**config.mk**
```make
export PLATFORM = sky130hd
export DESIGN_NAME = pipe_hazard_ctrl
export DESIGN_NICKNAME = d
export VERILOG_FILES = /design/src/rtl/pipe_hazard_ctrl.sv
export SDC_FILE = /design/constraint.sdc
export NUM_CORES = 1
export LEC_CHECK = 0
export ABC_AREA = 1
export CORE_MARGIN = 2
export CORE_UTILIZATION = 45
export DETAILED_ROUTE_END_ITERATION = 6
export GPL_ROUTABILITY_DRIVEN = 0
export PLACE_DENSITY = 0.71
export RECOVER_POWER = 25
export SLEW_MARGIN = 25
export SYNTH_ARGS = -nofsm -noshare
export SYNTH_HDL_FRONTEND = slang
export SYNTH_SLANG_ARGS = --single-unit
```
**constraint.sdc**
```tcl
create_clock -name clk -period 6.1 [get_ports clk]
set_input_delay 0.61 -clock clk [delete_from_list [all_inputs] [get_ports clk]]
set_output_delay 0.61 -clock clk [all_outputs]
set_load 0.1 [all_outputs]
```
**src/rtl/pipe_hazard_ctrl.sv**
```systemverilog
// Hazard and sequencing controller for the five-stage pipeline: stall/flush
// generation, E-stage forwarding, data-memory wait sequencing and perf counters.
module pipe_hazard_ctrl #(
  parameter int TIMEOUT = 255,
  parameter int CNT_W   = 32
) (
  input  logic             clk,
  input  logic             reset,
  input  logic [4:0]       rs1_addr_D,
  input  logic [4:0]       rs2_addr_D,
  input  logic [4:0]       rs1_addr_E,
  input  logic [4:0]       rs2_addr_E,
  input  logic [4:0]       rd_E,
  input  logic             mem_rd_E,
  input  logic [4:0]       rd_M,
  input  logic             reg_wr_M,
  input  logic [4:0]       rd_W,
  input  logic             reg_wr_W,
  input  logic             br_taken_E,
  input  logic             mem_req_M,
  input  logic             mem_ready,
  output logic             pc_hold,
  output logic             stall_fd,
  output logic             flush_fd,
  output logic             stall_de,
  output logic             flush_de,
  output logic             stall_em,
  output logic             flush_mw,
  output logic [1:0]       fwd_a_E,
  output logic [1:0]       fwd_b_E,
  output logic             mem_err,
  output logic [CNT_W-1:0] stall_cnt,
  output logic [CNT_W-1:0] flush_cnt,
  output logic [CNT_W-1:0] lu_cnt,
  output logic [1:0]       state_dbg
);

  // Debug encoding: RUN=0, MEM_WAIT=1, ERROR=2.
  typedef enum logic [1:0] {
    RUN      = 2'd0,
    MEM_WAIT = 2'd1,
    ERROR    = 2'd2
  } state_t;

  localparam logic [15:0] TIMEOUT_V = 16'(TIMEOUT);

  state_t      state, state_nxt;
  logic [15:0] wait_cnt, wait_cnt_nxt;

  logic mw;
  logic lu;
  logic freeze;
  logic br_act;
  logic lu_act;

  assign mw     = mem_req_M & ~mem_ready;
  assign lu     = mem_rd_E & (rd_E != 5'd0) &
                  ((rd_E == rs1_addr_D) | (rd_E == rs2_addr_D));
  assign freeze = mw | (state == ERROR);
  // A frozen E stage holds its branch, so the branch term only counts when not frozen.
  assign br_act = ~freeze & br_taken_E;
  assign lu_act = ~freeze & ~br_taken_E & lu;

  function automatic logic [1:0] fwd_sel(
    input logic [4:0] rs,
    input logic [4:0] rdm,
    input logic       wrm,
    input logic [4:0] rdw,
    input logic       wrw
  );
    logic [1:0] sel;
    sel = 2'b00;
    if (wrm && (rdm != 5'd0) && (rdm == rs)) sel = 2'b10;
    else if (wrw && (rdw != 5'd0) && (rdw == rs)) sel = 2'b01;
    return sel;
  endfunction

  always_comb begin
    pc_hold  = 1'b0;
    stall_fd = 1'b0;
    flush_fd = 1'b0;
    stall_de = 1'b0;
    flush_de = 1'b0;
    stall_em = 1'b0;
    flush_mw = 1'b0;
    fwd_a_E  = 2'b00;
    fwd_b_E  = 2'b00;
    if (!reset) begin
      if (freeze) begin
        pc_hold  = 1'b1;
        stall_fd = 1'b1;
        stall_de = 1'b1;
        stall_em = 1'b1;
        flush_mw = 1'b1;
      end else if (br_taken_E) begin
        flush_fd = 1'b1;
        flush_de = 1'b1;
      end else if (lu) begin
        pc_hold  = 1'b1;
        stall_fd = 1'b1;
        flush_de = 1'b1;
      end
      fwd_a_E = fwd_sel(rs1_addr_E, rd_M, reg_wr_M, rd_W, reg_wr_W);
      fwd_b_E = fwd_sel(rs2_addr_E, rd_M, reg_wr_M, rd_W, reg_wr_W);
    end
  end

  assign mem_err   = (state == ERROR) & ~reset;
  assign state_dbg = state;

  always_comb begin
    state_nxt    = state;
    wait_cnt_nxt = wait_cnt;
    case (state)
      RUN: begin
        if (mw) begin
          state_nxt    = MEM_WAIT;
          wait_cnt_nxt = 16'd1;
        end else begin
          wait_cnt_nxt = 16'd0;
        end
      end
      MEM_WAIT: begin
        if (!mem_req_M || mem_ready) begin
          state_nxt    = RUN;
          wait_cnt_nxt = 16'd0;
        end else if (wait_cnt == TIMEOUT_V) begin
          state_nxt = ERROR;
        end else begin
          wait_cnt_nxt = wait_cnt + 16'd1;
        end
      end
      ERROR: begin
        state_nxt = ERROR;
      end
      default: begin
        state_nxt    = RUN;
        wait_cnt_nxt = 16'd0;
      end
    endcase
  end

  always_ff @(posedge clk or posedge reset) begin
    if (reset) begin
      state    <= RUN;
      wait_cnt <= 16'd0;
    end else begin
      state    <= state_nxt;
      wait_cnt <= wait_cnt_nxt;
    end
  end

  // Saturating counters: hold at all-ones instead of wrapping.
  always_ff @(posedge clk or posedge reset) begin
    if (reset) begin
      stall_cnt <= '0;
      flush_cnt <= '0;
      lu_cnt    <= '0;
    end else begin
      if (pc_hold && (stall_cnt != '1)) stall_cnt <= stall_cnt + CNT_W'(1);
      if (br_act && (flush_cnt != '1)) flush_cnt <= flush_cnt + CNT_W'(1);
      if (lu_act && (lu_cnt != '1)) lu_cnt <= lu_cnt + CNT_W'(1);
    end
  end

endmodule
```
* Word-level counts from Yosys, hierarchy flattened
Index checks and enable logic that the tools add are counted.
Widths: inputs -> output; s select.
** Storage, ports and cells
- Flip-flop bits (word level) :: 114
- Bits of input ports :: 43
- Output and inout port bits :: 110
- Word-level logic and storage cells :: 81
** Operators by class
- Add/subtract/negate cells :: 4
- Eq/ne operators :: 15
- Multiplexer cells :: 26
- Bitwise operators :: 14
- Reduce and logical (&&, ||, !) cells :: 17
** Operators by type and width (count)
- $add 32x1->32 const B :: 3
- $ne 32x32->1 const B :: 3
- $pmux 16 s3 :: 1
- $mux 16 :: 2
- $eq 5x5->1 :: 6
- $add 16x1->16 const B :: 1
- $eq 16x8->1 const B :: 1
- $mux 1 :: 15
- $reduce_bool 5->1 :: 3
- $mux 2 :: 7
- $logic_and 1x1->1 :: 9
- $and 1x1->1 :: 7
- $ne 3x3->1 const B :: 2
- $pmux 2 s3 :: 1
- $not 1->1 :: 5
- $reduce_and 2->1 :: 2
- $eq 2x1->1 const B :: 1
- $eq 2x2->1 const B :: 1
- $logic_not 2->1 :: 1
- $ne 2x2->1 const B :: 1
- $or 1x1->1 :: 2
- $logic_not 1->1 :: 1
- $logic_or 1x1->1 :: 1

* Longest topological paths before layout
Gate-level depths: netlist (run 1).
- Word-level depth :: 8
- Mapped depth :: 13
- Depth with buffers taken out :: 12

* Worst setup path before layout (run 1)
No wires, ideal clock.
- Path kind :: input port to output port
- Start point :: input port reset
- End point :: output port flush_de
- Arrival time :: 4.824 ns
- Data required time :: 5.490 ns
- Path slack :: 0.666 ns
- Stages on the path :: 3
- Buffers on the path :: 0
- Cells stage by stage :: inv_1 > nand2_1 > a21oi_1
** Between the ends
- Longest elaborated chain between the ends :: 1
** RTL lines
- start: declaration :: line 8 : input logic reset,
- $mux 1 :: line 88 : if (!reset) begin
- end: declaration :: line 26 : output logic flush_de,
Every way passes these cells.

* Final worst setup path (run 1)
- Start point :: input port mem_req_M
- End point :: output port flush_mw
** Between the ends
- Longest elaborated chain between the ends :: 4
** RTL lines
- start: declaration :: line 20 : input logic mem_req_M,
- $and 1x1->1 :: line 56 : assign mw = mem_req_M & ~mem_ready;
- $or 1x1->1 :: line 59 : assign freeze = mw | (state == ERROR);
- $mux 1 :: line 89 : if (freeze) begin
- $mux 1 :: line 88
- end: declaration :: line 28 : output logic flush_mw,
Every way passes these cells.

==> impl_metrics.ini, run 1 <==
[final_layout]
final_cells = 1481
n_antenna_cell = 0
drive_gt1_share_pct = 4.837
layout_commonest_cell = nand2_1
area_growth_pct = 29.24
final_cell_mix = nand2_1, clkdlybuf4s50_1, dfrtp_1, inv_1, nor2_1
layout.nets = 1295

[setup_path]
rr_worst_depth = 9
critical_path_class = primary input to output pin
cp-end-kind = output pin
worst-r2r-setup-slack_ns = 3.06
path_max_fanout = 11
regToRegStartpoint = stall_cnt[0]
worstPathRequired_ns = 5.49
crit_arrival_ns = 3.64
worstReg2RegEnd = stall_cnt[29]
startpoint_type = primary input

[synthesis]
yosysSeqAreaShare_pct = 37.40
synthCells = 1098
synth_area_mm2 = 0.007629
syn_area_per_cell_um2 = 6.948
synth-seq-cells = 114
synth-edff-count = 0
ys_types = 35
synthFlopType = dfrtp_1
synth_warnings = 0
syn-num-nets = 1145
async_flop_share_pct = 100.0

[clock_tree]
cts_root_buf = clkbuf_16
insertion_delay_ns = 0.42
cts_resized = 0
post-cts-setup-buffers = 0
ctsHtreeMaxLevel = 4
tritoncts = done
cts_hold_buf = 0
clockBufferDepth = 2
cts_buffers = 17
cts.sinks = 114
path_clk_slew_ns = 0.05

[outcome]
violations = capacitance limit, slew limit
status = finished, violations left

[routing]
antenna_left = 0
firstDrtPassIters = 7
num_vias = 7415
detail_route.wl_per_cell_um = 13.91
avgViaCountPerCell = 5.007
finalWirelength_um = 20600
drt-initial-drc-count = 752
route.detailed.drc = 0

[timing]
finalCritPeriodShare_pct = 69.70
max_freq_mhz = 235.2
finalCriticalPeriod_ns = 4.252
rsz0062_at_grt = false
fin_skew_ns = 0.01065
worst_pin_slew_ns = 2.848
setup_violations = 0
slew_headroom_pct = -89.86
hold_viol = 0
slew_viol_final = 53
tns_ns = 0

[power_and_ir_drop]
p_total_uw = 2072
p_leak_uw = 0.004433
powerDensity_mw_per_mm2 = 210.2
ir_worst_vdd_uv = 210.0

[min_path]
hold_class = flip-flop to flip-flop
whs_path_depth = 2
hold_path_startpoint = stall_cnt[31]
min_to = stall_cnt[31]

[global_routing]
grt_use_total_pct = 23.55
grt_start_max_net_pins = 66
grt-ovfl-total = 0
grt_pass1_vias = 6916
antenna_found_initial = 0
grt_first_pass_wirelength_um = 34350

[placed_design]
hpwl_um = 15220
port_buffers = 152
post-place-cells = 1449

[floorplanning]
rows = 47
core_mm2 = 0.01658
ios = 153
die_area_mm2 = 0.01801
initial_core_util_pct = 46.00
dieHeight_um = 134.2
dieWidth_um = 134.2

[job]
cap_violations = 1
## per-layer routing
| layer | global-route usage (%) | wire length, um | vias up |
|---|---|---|---|
| li1 | - | - | 3755 |
| met3 | 4.006 | 869 | 29 |
| met5 | 0 | 0 | - |
| met4 | 7.368 | 379 | 0 |
| met2 | 38.41 | 9819 | 189 |
| met1 | 32.05 | 9527 | 3442 |
## worst max path at each step
stage	from	endpoint	slack (ns)	cells past startpoint
after floorplan	reset	flush_de	0.67	3
after global placement	mem_req_M	stall_de	1.99	8
after detailed placement	mem_req_M	flush_mw	1.94	8
after CTS	mem_req_M	flush_mw	1.94	8
after global routing	reset	wait_cnt[13]	1.00	4
final	mem_req_M	flush_mw	1.85	8
## synth_stat cells (all sizes together) (2+ instances only)
library cell	n	area (um^2)
nor2	110	435.4
xnor2	40	350.3
inv	109	409.2
and3	2	12.51
o41ai	2	17.52
nor4	6	37.54
nand3b	3	22.52
dfrtp	114	2853
nand3	78	400.4
clkbuf	3	11.26
o21ai	31	158.9
nand2	416	1569
buf	23	170.2
xor2	70	613.1
ha	4	50.05
nor3b	3	27.52
nand4	28	181.4
nor3	49	265.3
or2	4	25.02
## worst max-delay path, cell delays in order
cell	delay, ns
dlygate4sd3_1	0.52
inv_1	0.04
nor2_1	0.56
inv_1	0.23
nand2_1	0.13
inv_1	0.08
nor2_1	0.26
clkdlybuf4s50_1	1.20
## where the power goes
part           switching (uW)  total [uW]  internal, uW
logic                     210         293          83.3
registers                24.2         796           771
clock network             354         983           629
## cells by family after synthesis
| family | Yosys count | synth area share (%) |
|---|---|---|
| simple gates | 699 | 39.02 |
| buf+inv | 135 | 7.742 |
| flops | 114 | 37.40 |
| fa+ha+maj | 4 | 0.6561 |
| xor+xnor | 110 | 12.63 |
| compound gates | 36 | 2.559 |
## cell type report
type / instances / area (um^2)
multi-input cells: 849 / 4189
repair buffers: 157 / 1550
inverters: 109 / 410.4
clock buffers: 22 / 474.2
fillers: 1584 / 6724
flip-flops and latches: 114 / 2853
clock inverters: 10 / 107.6
well taps: 220 / 275.3
## sequential cells by signal, indices dropped and copies added, names as in the netlist
register,cells
flush_cnt,32
state_dbg,2
lu_cnt,32
wait_cnt,16
stall_cnt,32
## per-stage QoR
stage	utilization, %	setup slack [ns]	hold slack [ns]	cell area, um^2
floorplan	-	0.6659	0.4884	7629
global placement	55.98	1.993	0.4832	9283
detailed placement	55.98	1.941	0.5019	9283
CTS	59.48	1.939	0.5187	9864
global route	59.45	1.003	0.5433	9859
finish	59.45	1.848	0.5205	9859
(Power assumes the default switching activity.)
==> run 2, diff against run 1 <==
==> constraint.sdc (replaced) <==
create_clock -name clk -period 4 [get_ports clk]
set_input_delay 0.4 -clock clk [delete_from_list [all_inputs] [get_ports clk]]
set_output_delay 0.4 -clock clk [all_outputs]
set_load 0.1 [all_outputs]
==> run 2 against run 1 <==
  * The run still ends with capacitance limit, slew limit left
  * Design area rose by 0.43%
  * Register-to-register slack got worse by 2.1 ns
  * Die area is the same
  * Combinational power increased by 55%
==> impl_metrics.ini, run 2 (synthesis gave the netlist of run 1 again) <==
[timing]
setup_violations = 0
finalCriticalPeriod_ns = 3.253
fin_skew_ns = 0.008400
setup_ws_ns = 0.7471
hold_viol = 0
rsz0062_at_grt = false
max_freq_mhz = 307.4
slew_viol_final = 39
slew_headroom_pct = -1.975
tns_ns = 0
worst_pin_slew_ns = 1.530
finalCritPeriodShare_pct = 81.32

[routing]
avgViaCountPerCell = 5.120
antenna_left = 0
route.detailed.drc = 0
num_vias = 7593
drt-initial-drc-count = 639
finalWirelength_um = 20640
detail_route.wl_per_cell_um = 13.92
firstDrtPassIters = 6

[final_layout]
drive_gt1_share_pct = 5.701
layout_commonest_cell = nand2_1
final_cell_mix = nand2_1, clkdlybuf4s50_1, dfrtp_1, inv_1, nor2_1
largestRegisters = flush_cnt (32), lu_cnt (32), stall_cnt (32)
n_antenna_cell = 0
final_cells = 1483
layout.nets = 1297
area_growth_pct = 29.80

[placed_design]
post-place-cells = 1451
port_buffers = 152
hpwl_um = 15100
pre_cts_ws_ns = 1.039

[global_routing]
antenna_found_initial = 0
grt_pass1_vias = 6884
grt_first_pass_wirelength_um = 34270
grt_use_total_pct = 23.42
grt-ovfl-total = 0
grt_start_max_net_pins = 56

[clock_tree]
cts_resized = 0
cts_buffers = 17
ctsHtreeMaxLevel = 4
cts.sinks = 114
insertion_delay_ns = 0.42
cts_root_buf = clkbuf_16
clockBufferDepth = 2
post-cts-setup-buffers = 0
tritoncts = done
cts_hold_buf = 0
path_clk_slew_ns = 0.05

[setup_path]
worstPathRequired_ns = 3.60
critical_path_class = primary input to output pin
cpMaxStageDelayCell = dlygate4sd3_1
worstReg2RegEnd = flush_cnt[6]
crit_arrival_ns = 2.85
regToRegStartpoint = flush_cnt[0]
cp-end-kind = output pin
startpoint_type = primary input
path_max_fanout = 18
crit_chain = dlygate4sd3_1 > clkinvlp_2 > nand4_1 > nand2_1 > buf_12
cp_slowest_stage_delay_ns = 0.70
worst-r2r-setup-slack_ns = 0.99
rr_worst_depth = 9

[floorplanning]
core_mm2 = 0.01658
ios = 153
rows = 47
dieHeight_um = 134.2
dieWidth_um = 134.2
die_area_mm2 = 0.01801
initial_core_util_pct = 46.00

[outcome]
status = finished, violations left
violations = capacitance limit, slew limit

[power_and_ir_drop]
ir_worst_vdd_uv = 298.3
powerDensity_mw_per_mm2 = 328.2
p_leak_uw = 0.004471

[min_path]
hold_class = flip-flop to flip-flop
min_to = stall_cnt[31]
hold_path_startpoint = stall_cnt[31]
whs_path_depth = 2

[job]
cap_violations = 1
==> run 2: worst max-delay path by stage <==
stage / slack (ns) / end / cells past startpoint / start
global route: 0.46 / pc_hold / 5 / reset
global placement: 1.07 / stall_fd / 5 / reset
finish: 0.75 / stall_fd / 5 / reset
detailed placement: 1.04 / pc_hold / 5 / reset
CTS: 1.03 / pc_hold / 5 / reset
floorplan: 0.20 / stall_fd / 8 / state_dbg[1]
==> run 2: layout make-up <==
cell class / count / area (um^2)
clock inverter: 12 / 156.4
timing repair buffer: 159 / 1565
tap: 220 / 275.3
multi-input combinational: 849 / 4185
sequential: 114 / 2853
fill: 1531 / 6681
clock buffer: 20 / 456.7
inverter: 109 / 410.4
==> run 2: metrics by stage <==
step | utilization, % | total power [uW] | hold slack (ns) | area [um^2]
6_report | 59.71 | 3250 | 0.5120 | 9902
5_1_grt | 59.71 | 3366 | 0.5321 | 9902
4_1_cts | 59.80 | 3277 | 0.4807 | 9917
3_5_place_dp | 56.10 | 1687 | 0.5026 | 9304
3_3_place_gp | 56.10 | 1685 | 0.4958 | 9304
2_1_floorplan | - | 1539 | 0.4884 | 7635
==> run 2: critical path: cells and delay by family <==
kind | cells | cell delay (ns)
and+or+nand+nor | 2 | 0.83
buffers and inverters | 3 | 1.62
==> run 2: per-layer routing <==
layer	share of wire [%]	vias to the layer above	global-route usage [%]
li1	-	3755	-
met1	46	3557	33.07
met2	47	247	36.37
met3	4.7	34	4.611
met4	1.8	0	7.193
met5	0	-	0
==> run 2: report_power, final <==
part / leakage, uW / switching (uW) / total [uW] / internal [uW]
clock network: 0.000289 / 572 / 1590 / 1010
logic: 0.00270 / 323 / 453 / 130
registers: 0.00148 / 35.5 / 1210 / 1180
==> run 3, diff against run 2 <==
==> constraint.sdc (replaced) <==
create_clock -name clk -period 3.2 [get_ports clk]
set_input_delay 0.32 -clock clk [delete_from_list [all_inputs] [get_ports clk]]
set_output_delay 0.32 -clock clk [all_outputs]
set_load 0.1 [all_outputs]
==> run 3 against run 2 <==
  * The flow still finishes with violations (capacitance limit, slew limit)
  * Combinational power is 25% higher
  * Register-to-register slack worse by 0.02 ns
  * Final cell count is 0.20% higher
  * First-iteration DRC count is 26% lower
  * Core utilization is 0.26 points higher
  * Clock skew hardly changed
  * Sequential share of layout area is 0.11 points lower
  * Sequential power is 26% higher
==> impl_metrics.ini, run 3 (synthesis gave the netlist of run 1 again) <==
[clock_tree]
insertion_delay_ns = 0.42
path_clk_slew_ns = 0.05
clockBufferDepth = 2
ctsHtreeMaxLevel = 4
cts_hold_buf = 0
post-cts-setup-buffers = 0
cts_buffers = 17
cts.sinks = 114
tritoncts = done
cts_root_buf = clkbuf_16
cts_resized = 0

[power_and_ir_drop]
p_total_uw = 4070
combinationalPowerShare_pct = 13.9
internal_power_uw = 2940
pwr-share-clk_pct = 48.8
switching_share_pct = 27.76
powerDensity_mw_per_mm2 = 409.2
ir_worst_vdd_uv = 384.1
power_frac_seq_pct = 37.3
p_leak_uw = 0.004528
p_switching_uw = 1130

[routing]
antenna_left = 0
drt-initial-drc-count = 471
detail_route.wl_per_cell_um = 13.94
finalWirelength_um = 20710
firstDrtPassIters = 5
route.detailed.drc = 0
avgViaCountPerCell = 5.038
num_vias = 7486

[timing]
hold_slack_ns = 0.5116
slew_headroom_pct = -6.302
fin_skew_ns = 0.008847
hold_viol = 0
rsz0062_at_grt = false
max_freq_mhz = 398.6
slew_viol_final = 65
finalCritPeriodShare_pct = 78.41
setup_violations = 0
finalCriticalPeriod_ns = 2.509
tns_ns = 0
worst_pin_slew_ns = 1.595

[outcome]
status = finished, violations left
violations = capacitance limit, slew limit

[final_layout]
drive_gt1_share_pct = 6.951
layout.nets = 1300
n_antenna_cell = 0
largestRegisters = flush_cnt (32), lu_cnt (32), stall_cnt (32)
area_growth_pct = 30.38
layout_commonest_cell = nand2_1
final_cell_mix = nand2_1, clkdlybuf4s50_1, dfrtp_1, inv_1, nor2_1
fin_util_pct = 59.97
fin_area_mm2 = 0.009946

[floorplanning]
core_mm2 = 0.01658
dieHeight_um = 134.2
dieWidth_um = 134.2
rows = 47
initial_core_util_pct = 46.00
ios = 153
die_area_mm2 = 0.01801

[setup_path]
crit_arrival_ns = 2.19
path_max_fanout = 11
regToRegStartpoint = stall_cnt[1]
startpoint_type = primary input
critical_path_class = primary input to output pin
worstPathRequired_ns = 2.88
cp-end-kind = output pin
cp-startpoint = mem_req_M

[placed_design]
placed_area_mm2 = 0.009351
port_buffers = 152
hpwl_um = 15210

[min_path]
hold_class = flip-flop to flip-flop
hold_path_startpoint = stall_cnt[31]

[global_routing]
grt_first_pass_wirelength_um = 34670
grt_use_total_pct = 23.61
grt_pass1_vias = 7057
grt_start_max_net_pins = 65
grt-ovfl-total = 0
antenna_found_initial = 0

[job]
cap_violations = 1
## run 3: final cells by class
type,count,area (um^2)
fillers,1552,6638
clock inverters,12,162.7
repair buffers,162,1594
well taps,220,275.3
multi-input cells,849,4203
clock buffers,20,446.7
inverters,109,410.4
flip-flops and latches,114,2854
## run 3: power groups by stage
stage / clock (uW) / combinational, uW / sequential, uW
3_5_place_dp: 0 / 573 / 1540
2_1_floorplan: 0 / 199 / 1730
3_3_place_gp: 0 / 569 / 1540
5_1_grt: 2090 / 600 / 1520
6_report: 1990 / 565 / 1520
4_1_cts: 2010 / 576 / 1520
## run 3: critical path, cell delays in order
cell and delay [ns]:
clkdlybuf4s50_1 0.45, inv_1 0.04, nor2_1 0.07, buf_4 0.19
inv_1 0.12, nand2_1 0.11, inv_1 0.10, nor2_4 0.21
inv_1 0.06, nand2_1 0.29, buf_12 0.23
## run 3: per-layer routing
layer | track usage, % | routed length [um] | vias to the layer above
met5 | 0 | 0 | -
li1 | - | - | 3767
met3 | 4.119 | 975 | 35
met2 | 38.29 | 9872 | 205
met4 | 7.544 | 364 | 0
met1 | 32.19 | 9500 | 3479
## run 3: stage by stage
stage               std cells  worst slack, ns
global route             1486           0.5145
CTS                      1486           0.6727
detailed placement       1454           0.5455
finish                   1486           0.6910
floorplan                1098          0.02496
global placement         1454           0.6601
## run 3: worst paths after layout
kind,to,slack (ns),depth (start not counted)
worst max-delay path,stall_fd,0.69,11
worst min-delay path,stall_cnt[31],0.51,2
worst max register to register,stall_cnt[6],0.97,9
worst min register to register,stall_cnt[31],0.51,2
max in group asynchronous,stall_cnt[14],1.01,3
min in group asynchronous,wait_cnt[13],1.13,3
